File: src/rtl/codeconvert_pkg.sv
// Shared mode encodings and code-range bounds for the nibble code converter.
package codeconvert_pkg;

    typedef enum logic [1:0] {
        MODE_B2G     = 2'b00,
        MODE_G2B     = 2'b01,
        MODE_BCD2XS3 = 2'b10,
        MODE_XS32BCD = 2'b11
    } mode_t;

    localparam logic [3:0] XS3_OFFSET = 4'd3;

    localparam logic [3:0] BCD_MIN = 4'd0;
    localparam logic [3:0] BCD_MAX = 4'd9;
    localparam logic [3:0] XS3_MIN = 4'd3;
    localparam logic [3:0] XS3_MAX = 4'd12;

endpackage

File: src/rtl/codeconvert_if.sv
// Conversion request/result bundle between a requester and the converter.
interface codeconvert_if;

    logic       in_valid;
    logic [1:0] mode;
    logic       a, b, c, d;
    logic       e, f, g, h;
    logic       out_valid;
    logic       err;

    modport master (
        output in_valid, mode, a, b, c, d,
        input  e, f, g, h, out_valid, err
    );

    modport slave (
        input  in_valid, mode, a, b, c, d,
        output e, f, g, h, out_valid, err
    );

endinterface

File: src/rtl/codeconvert_core.sv
// Combinational nibble converter: Gray/binary and BCD/XS3 in both directions.
module codeconvert_core
    import codeconvert_pkg::*;
#(
    parameter logic [3:0] INVALID_CODE = 4'b1111
) (
    input  logic [3:0] code_in,
    input  logic [1:0] mode,
    output logic [3:0] code_out,
    output logic       invalid
);

    always_comb begin
        code_out = code_in;
        invalid  = 1'b0;
        case (mode_t'(mode))
            MODE_B2G: begin
                code_out = code_in ^ {1'b0, code_in[3:1]};
            end
            MODE_G2B: begin
                // each binary bit is the running xor of the Gray bits from the MSB down
                code_out[3] = code_in[3];
                code_out[2] = code_in[3] ^ code_in[2];
                code_out[1] = code_in[3] ^ code_in[2] ^ code_in[1];
                code_out[0] = code_in[3] ^ code_in[2] ^ code_in[1] ^ code_in[0];
            end
            MODE_BCD2XS3: begin
                if (code_in >= BCD_MIN && code_in <= BCD_MAX) begin
                    code_out = code_in + XS3_OFFSET;
                end else begin
                    code_out = INVALID_CODE;
                    invalid  = 1'b1;
                end
            end
            MODE_XS32BCD: begin
                if (code_in >= XS3_MIN && code_in <= XS3_MAX) begin
                    code_out = code_in - XS3_OFFSET;
                end else begin
                    code_out = INVALID_CODE;
                    invalid  = 1'b1;
                end
            end
            default: begin
                code_out = code_in;
                invalid  = 1'b0;
            end
        endcase
    end

endmodule

File: src/rtl/codeconvert.sv
// Code converter top: one register stage of result, valid and error flag.
module codeconvert
    import codeconvert_pkg::*;
#(
    parameter logic [3:0] INVALID_CODE = 4'b1111
) (
    input  logic         clk,
    input  logic         rst,
    codeconvert_if.slave bus
);

    logic [3:0] code_next;
    logic       invalid_next;
    logic [3:0] code_q;
    logic       out_valid_q;
    logic       err_q;

    codeconvert_core #(
        .INVALID_CODE (INVALID_CODE)
    ) u_core (
        .code_in  ({bus.a, bus.b, bus.c, bus.d}),
        .mode     (bus.mode),
        .code_out (code_next),
        .invalid  (invalid_next)
    );

    // idle cycles keep the last result visible but drop valid and error
    always_ff @(posedge clk) begin
        if (rst) begin
            code_q      <= 4'b0000;
            out_valid_q <= 1'b0;
            err_q       <= 1'b0;
        end else if (bus.in_valid) begin
            code_q      <= code_next;
            out_valid_q <= 1'b1;
            err_q       <= invalid_next;
        end else begin
            out_valid_q <= 1'b0;
            err_q       <= 1'b0;
        end
    end

    assign bus.e         = code_q[3];
    assign bus.f         = code_q[2];
    assign bus.g         = code_q[1];
    assign bus.h         = code_q[0];
    assign bus.out_valid = out_valid_q;
    assign bus.err       = err_q;

endmodule

File: src/flat_wrapper.sv
// flat-port wrapper written by rule: the top's interface ports become plain ports
module codeconvert_flat import codeconvert_pkg::*;
#(
    parameter logic [3:0] INVALID_CODE = 4'b1111
)
  (clk, rst, bus_in_valid, bus_mode, bus_a, bus_b, bus_c, bus_d, bus_e, bus_f, bus_g, bus_h, bus_out_valid, bus_err);
  codeconvert_if bus_i ();
  input  logic clk;
  input  logic rst;
  input wire logic [$bits(bus_i.in_valid)-1:0] bus_in_valid;
  input wire logic [$bits(bus_i.mode)-1:0] bus_mode;
  input wire logic [$bits(bus_i.a)-1:0] bus_a;
  input wire logic [$bits(bus_i.b)-1:0] bus_b;
  input wire logic [$bits(bus_i.c)-1:0] bus_c;
  input wire logic [$bits(bus_i.d)-1:0] bus_d;
  output wire logic [$bits(bus_i.e)-1:0] bus_e;
  output wire logic [$bits(bus_i.f)-1:0] bus_f;
  output wire logic [$bits(bus_i.g)-1:0] bus_g;
  output wire logic [$bits(bus_i.h)-1:0] bus_h;
  output wire logic [$bits(bus_i.out_valid)-1:0] bus_out_valid;
  output wire logic [$bits(bus_i.err)-1:0] bus_err;
  assign bus_i.in_valid = bus_in_valid;
  assign bus_i.mode = bus_mode;
  assign bus_i.a = bus_a;
  assign bus_i.b = bus_b;
  assign bus_i.c = bus_c;
  assign bus_i.d = bus_d;
  assign bus_e = bus_i.e;
  assign bus_f = bus_i.f;
  assign bus_g = bus_i.g;
  assign bus_h = bus_i.h;
  assign bus_out_valid = bus_i.out_valid;
  assign bus_err = bus_i.err;
  codeconvert #(.INVALID_CODE(INVALID_CODE)) u_core (.clk(clk), .rst(rst), .bus(bus_i));
endmodule
File: config.mk
export PLATFORM = sky130hd
export DESIGN_NAME = codeconvert_flat
export DESIGN_NICKNAME = d
export VERILOG_FILES = /design/src/rtl/codeconvert_pkg.sv /design/src/rtl/codeconvert_if.sv /design/src/rtl/codeconvert_core.sv /design/src/rtl/codeconvert.sv /design/src/flat_wrapper.sv
export SDC_FILE = /design/constraint.sdc
export NUM_CORES = 1
export LEC_CHECK = 0
export BUFFER_PORTS_ARGS = -buffer_cell sky130_fd_sc_hd__buf_2
export CAP_MARGIN = 10
export CORE_ASPECT_RATIO = 0.7
export CORE_MARGIN = 2
export CORE_UTILIZATION = 30
export DETAILED_ROUTE_END_ITERATION = 6
export GPL_TIMING_DRIVEN = 0
export SYNTH_ARGS = -nofsm -noshare
export SYNTH_HDL_FRONTEND = slang
export SYNTH_SLANG_ARGS = --single-unit
File: constraint.sdc
create_clock -name clk -period 1.25 [get_ports clk]
set_input_delay 0.0625 -clock clk [delete_from_list [all_inputs] [get_ports clk]]
set_output_delay 0.0625 -clock clk [all_outputs]
set_load 0.02 [all_outputs]
==> metrics.csv, run 1 <==
metric,value,unit
clock latency on the worst-skew pair,240,ps
Routed Wire Length,1310,um
post-synth top area share,0.233,
final worst path period need,1210,ps
antenna-violating nets left,0,
post-synthesis mux area share,0.0698,
core region area,0.00185,sq mm
final hold vios,0,
critical-path maximum fanout,5,
Vias,531,
"EDFF count, synth",0,
PwrDens,813,mW/mm^2
CTS H-tree lvls,1,
compound-gate portion of the synthesized area,0.235,
Simple-Gate Fraction of Synth Area,0.133,
total gr overflow,0,
crit path capture type,flop,
final net count,106,
overall die area,0.00235,sq mm
DR vias/cell,5.01,
synth top area cells,"ha_1, dfxtp_1, xnor2_1, nor2b_1, mux2i_1",
Synth top cells by count,"ha_1, dfxtp_1, inv_1, nor2b_1, xnor2_1",
vias in the first global route,430,
WP data required,1420,ps
syn avg cell area,9.10,sq um
First-pass DRT Iterations,4,
Slew Limit Fails,0,
gpl congestion,0.730,
final cycle utilization of the critical path,0.969,
Worst Setup Path Type,input port to flop,
root buf cell,clkbuf_4,
final-report setup violation count,0,
slowest CP cell,ha_4,
Synth Area in Adders,0.233,
Slew @ Worst Pin,327,ps
Port Buffers,13,
register bit total from synthesis,6,
Clock Skew,0,ps
Worst IR Drop VDD,465,uV
post-synthesis cell area,592,sq um
Max Cap Viol,0,
Synth area leader,ha_1,
Starting DRT DRC Count,13,
wire per inst,12.3,um
hold crit path type,input port to flop,
Clock Tree Buf Depth,2,
distinct cell type count after synthesis,30,
Placement Rows,13,
IO Count,15,
syn_nets,85,
Setup crit start kind,input port,
register share of total power,0.331,
CP Cell Sequence,buf_8 > clkinvlp_4 > ha_4 > xnor2_4 > mux2_4 > a22o_1 > a31oi_1,
Synth Instances,65,
top-count cell post-synth,ha_1,
Rel. slew slack,0.780,
CTS Buf Count,3,
first-pass GRT wire length,1950,um
Die Span X,57.1,um
Arrival @ worst endpoint,1380,ps
post-layout util,0.425,
"Clk pin slew, worst setup/hold paths",50,ps
CTS tree,yes,
Die Y,41.2,um
initial antenna violation count,0,
DRC errors left,0,
total power,0.000641,W
sequential area share after synthesis,0.203,
outcome,"complete, no violations",
All-Layer GR Usage,0.116,
diode count,0,
LEAKAGE,0.365,nW
post-synthesis xor/xnor area fraction,0.0592,
prevailing post-synth register cell,dfxtp_1,
ys async rst share,0,
yosys warns,0,
starting density of the core,0.319,
Final HPWL DP,1030,um
CTS sink count,6,
largest net degree at the start of global routing,11,
highest clock rate,826,MHz
share of post-route cells with drive strength above 1,0.393,
Int Power,0.000436,W
RSZ-0062 raised after global routing,true,
Fill cells,202,
Combinational Power Share,0.380,
Sw Share,0.320,
largest family of logic cells by synthesized area,compound AO/OA/AOI/OAI gates,
area grow syn2layout,33.2,%
Critical Path Max Stage Delay,330,ps
clock power share,0.289,
net switching power figure,0.000205,W
[power groups by stage]
stage / sequential [W] / clock, W / combinational (W)
5_1_grt: 0.000214 / 0.000204 / 0.000268
6_report: 0.000212 / 0.000185 / 0.000244
3_3_place_gp: 0.000216 / 0 / 0.000210
3_5_place_dp: 0.000216 / 0 / 0.000213
2_1_floorplan: 0.000235 / 0 / 0.000132
4_1_cts: 0.000212 / 0.000190 / 0.000218
[state kept, by name, summed over array words and instances, names as in the netlist]
signal                flops
u_core.bus.err            1
u_core.bus.out_valid      1
u_core.code_q             4
[timing repair]
| item | in CTS | in global routing |
|---|---|---|
| pin swaps | 0 | 2 |
| setup endpoints to repair | 2 | 3 |
| resized for setup | 2 | 6 |
| hold buffers | 0 | 0 |
| buffers inserted | 1 | 2 |
[cells in the final DEF, fill, tap and decap left out, drive strengths merged]
cell type,instances
a211o,1
a211oi,1
a21bo,1
a21boi,1
a21oi,3
a22o,1
a311oi,1
a31oi,1
buf,19
clkbuf,3
clkinvlp,1
dfxtp,6
ha,11
inv,4
mux2,1
mux2i,3
nand2,1
nand2b,1
nand3b,1
nor2,3
nor2b,5
nor3,2
nor4b,1
o2111a,1
o211a,1
o21ai,4
o311ai,1
o32ai,1
xnor2,4
[metrics by stage]
step	area [sq um]	setup TNS [ps]	setup WS, ps	hold WS (ps)	instances
after floorplan	619	-18.4	-18.4	135	65
after global placement	712	-1360	-393	308	100
after detailed placement	712	-1470	-413	304	100
after CTS	744	0	3.11	42.0	104
after global routing	788	-68.6	-39.0	44.6	106
final	788	0	39.2	52.5	106
[cell type report]
| type | instances | area (sq um) | area share |
|---|---|---|---|
| plain buffers | 3 | 21.3 | 0.0270 |
| clock buffers | 3 | 22.5 | 0.0286 |
| inverters | 5 | 22.5 | 0.0286 |
| multi-input cells | 51 | 477 | 0.605 |
| flip-flops and latches | 6 | 120 | 0.152 |
| well taps | 22 | 27.5 | 0.0349 |
| repair buffers | 16 | 97.6 | 0.124 |
[routing by layer]
| metal | share of wire | global-route usage | wire, um |
|---|---|---|---|
| met1 | 0.53 | 0.159 | 700 |
| met2 | 0.43 | 0.170 | 559 |
| met3 | 0.038 | 0.0505 | 50 |
| met4 | 0 | 0.0174 | 0 |
| met5 | 0 | 0 | 0 |
[worst max-delay path: cells and delay by family]
family	cells	cell delay, ps
muxes	1	310
AOI/OAI and AO/OA	2	330
buffers and inverters	2	230
xor gates and xnor gates	1	120
adders and majority gates	1	330
[cells by family after synthesis]
| logic type | after synthesis |
|---|---|
| mux | 4 |
| compound gates | 18 |
| simple gates | 14 |
| flops | 6 |
| buf+inv | 8 |
| fa+ha+maj | 11 |
| xor+xnor | 4 |
[final timing paths]
| check | slack, ps | cells after the start | end | from |
|---|---|---|---|---|
| min | 50 | 2 | u_core.code_q[2] | rst |
| max | 40 | 7 | u_core.code_q[0] | bus_b |
| max reg2reg | 410 | 3 | u_core.code_q[0] | u_core.code_q[0] |
| min reg2reg | 470 | 2 | u_core.code_q[1] | u_core.code_q[1] |
Power figures use the tool's default switching activity.
==> run 2: changes to the inputs <==
Settings changed: BUFFER_PORTS_ARGS -buffer_cell sky130_fd_sc_hd__buf_2 to not set, DONT_BUFFER_PORTS set to 1.
==> run 2 against run 1 <==
Compared with the run above: sequential cell count is the same; worst setup slack gained 69 ps; worst hold slack lost 2.0 ps; critical endpoint is now u_core.code_q[2].
==> metrics.csv, run 2 (synthesis gave the netlist of run 1 again) <==
metric,value,unit,change
starting density of the core,0.319,,unchanged
Die Y,41.2,um,unchanged
critical-path maximum fanout,5,,unchanged
Final Non-Filler Cells,91,,-14%
Port Buffers,0,,-13
core region area,0.00185,sq mm,unchanged
first-pass GRT wire length,1950,um,unchanged
top sig layer,met3,,
Max Cap Viol,0,,unchanged
final worst path period need,1140,ps,-68.9 ps
highest clock rate,876,MHz,+6.0%
Final Cell Area,679,sq um,-14%
vias in the first global route,420,,-2.3%
Rel. slew slack,0.788,,+0.00822
outcome,"complete, no violations",,
most flop-heavy register,u_core.code_q,,
Clock Skew,0,ps,unchanged
"Clk pin slew, worst setup/hold paths",40,ps,about the same
IO Count,15,,unchanged
metal3 WL,92,um,+84%
gpl congestion,0.707,,-3.2%
Routed Wire Length,1250,um,-4.6%
Clock Tree Buf Depth,2,,unchanged
final hold vios,0,,unchanged
met2 routed WL,525,um,-6.1%
CTS tree,yes,,
Post-Route M1 WL,631,um,-9.9%
Setup crit start kind,input port,,
Placement Rows,13,,unchanged
overall die area,0.00235,sq mm,unchanged
First-pass DRT Iterations,4,,unchanged
share of post-route cells with drive strength above 1,0.203,,-0.190
Fill cells,204,,+0.99%
DRC errors left,0,,unchanged
area grow syn2layout,14.8,%,
most frequent cells in the layout,"ha_1, dfxtp_1, nor2b_1",,
CTS Buf Count,3,,unchanged
PwrDens,843,mW/mm^2,+3.7%
Die Span X,57.1,um,unchanged
clock latency on the worst-skew pair,250,ps,about the same
antenna-violating nets left,0,,unchanged
Worst IR Drop VDD,420,uV,-9.7%
Arrival @ worst endpoint,1290,ps,-90 ps
max FFs per register,4,,unchanged
Final HPWL DP,1050,um,+2.6%
TNS Setup,0,ps,unchanged
largest net degree at the start of global routing,11,,unchanged
WHS,50.4,ps,-2.05 ps
Worst Setup Path Type,input port to flop,,
diode count,0,,unchanged
Slew Limit Fails,0,,unchanged
LEAKAGE,0.291,nW,-20%
All-Layer GR Usage,0.116,,+0.000702
Placed Cells incl. Taps,87,,-13%
"most common cell after layout, fill and taps aside",ha_1,,
Vias,488,,-8.1%
placed inst area,647,sq um,-9.1%
CTS sink count,6,,unchanged
RSZ-0062 raised after global routing,false,,
Starting DRT DRC Count,11,,-2
initial antenna violation count,0,,unchanged
DR vias/cell,5.36,,+7.1%
crit path capture type,flop,,
Slew @ Worst Pin,314,ps,-12.2 ps
CTS H-tree lvls,1,,unchanged
final-report setup violation count,0,,unchanged
final net count,91,,-14%
root buf cell,clkbuf_4,,
total gr overflow,0,,unchanged
hold crit path type,input port to flop,,
WP data required,1400,ps,-20 ps
wire per inst,13.7,um,+11%
final cycle utilization of the critical path,0.913,,-0.0551
## run 2: what timing repair did
| item | in CTS | in global routing |
|---|---|---|
| resized for setup | 0 | 1 |
| hold buffers | 1 | 0 |
| endpoints found under the hold margin | 5 | 0 |
| endpoints found under the setup margin | 0 | 1 |
| buffers inserted | 0 | 0 |
## run 2: critical path, stage by stage
cell        delay, ps
clkinvlp_4        130
ha_1              240
a21boi_1          270
o21ai_0           120
a21bo_2           220
a311oi_1          250
## run 2: final cells by class
type,instances,area [sq um],area share
Sequential cell,6,120,0.177
Tap cell,22,27.5,0.0405
Clock buffer,3,22.5,0.0331
Multi-Input combinational cell,51,455,0.670
Timing Repair Buffer,1,10.0,0.0147
Buffer,3,21.3,0.0313
Inverter,5,22.5,0.0331
## run 2: routing by layer
| layer | GRT usage | up-vias |
|---|---|---|
| li1 | - | 242 |
| met1 | 0.158 | 231 |
| met2 | 0.172 | 15 |
| met3 | 0.0631 | 0 |
| met4 | 0 | 0 |
| met5 | 0 | - |
## run 2: final timing paths
path	start	endpoint	slack, ps	cells past startpoint
setup / recovery	bus_b	u_core.code_q[2]	110	6
hold / removal	bus_d	u_core.code_q[0]	50	2
hold reg to reg	u_core.code_q[2]	u_core.code_q[2]	590	2
setup reg to reg	u_core.code_q[3]	u_core.code_q[3]	260	3
## run 2: report_power, final
group	internal (W)	switching (W)	leakage, nW
Sequential	0.000207	0.0000261	0.0497
Combinational	0.0000841	0.0000786	0.228
Clock	0.000108	0.0000685	0.0138
Total	0.000400	0.000173	0.291
## run 2: through the flow
step	setup WS (ps)	power (W)	utilization
5_1_grt	26.4	0.000610	0.366
2_1_floorplan	-18.4	0.000367	-
3_5_place_dp	-233	0.000395	0.349
3_3_place_gp	-170	0.000390	0.349
4_1_cts	24.0	0.000579	0.366
6_report	108	0.000573	0.366
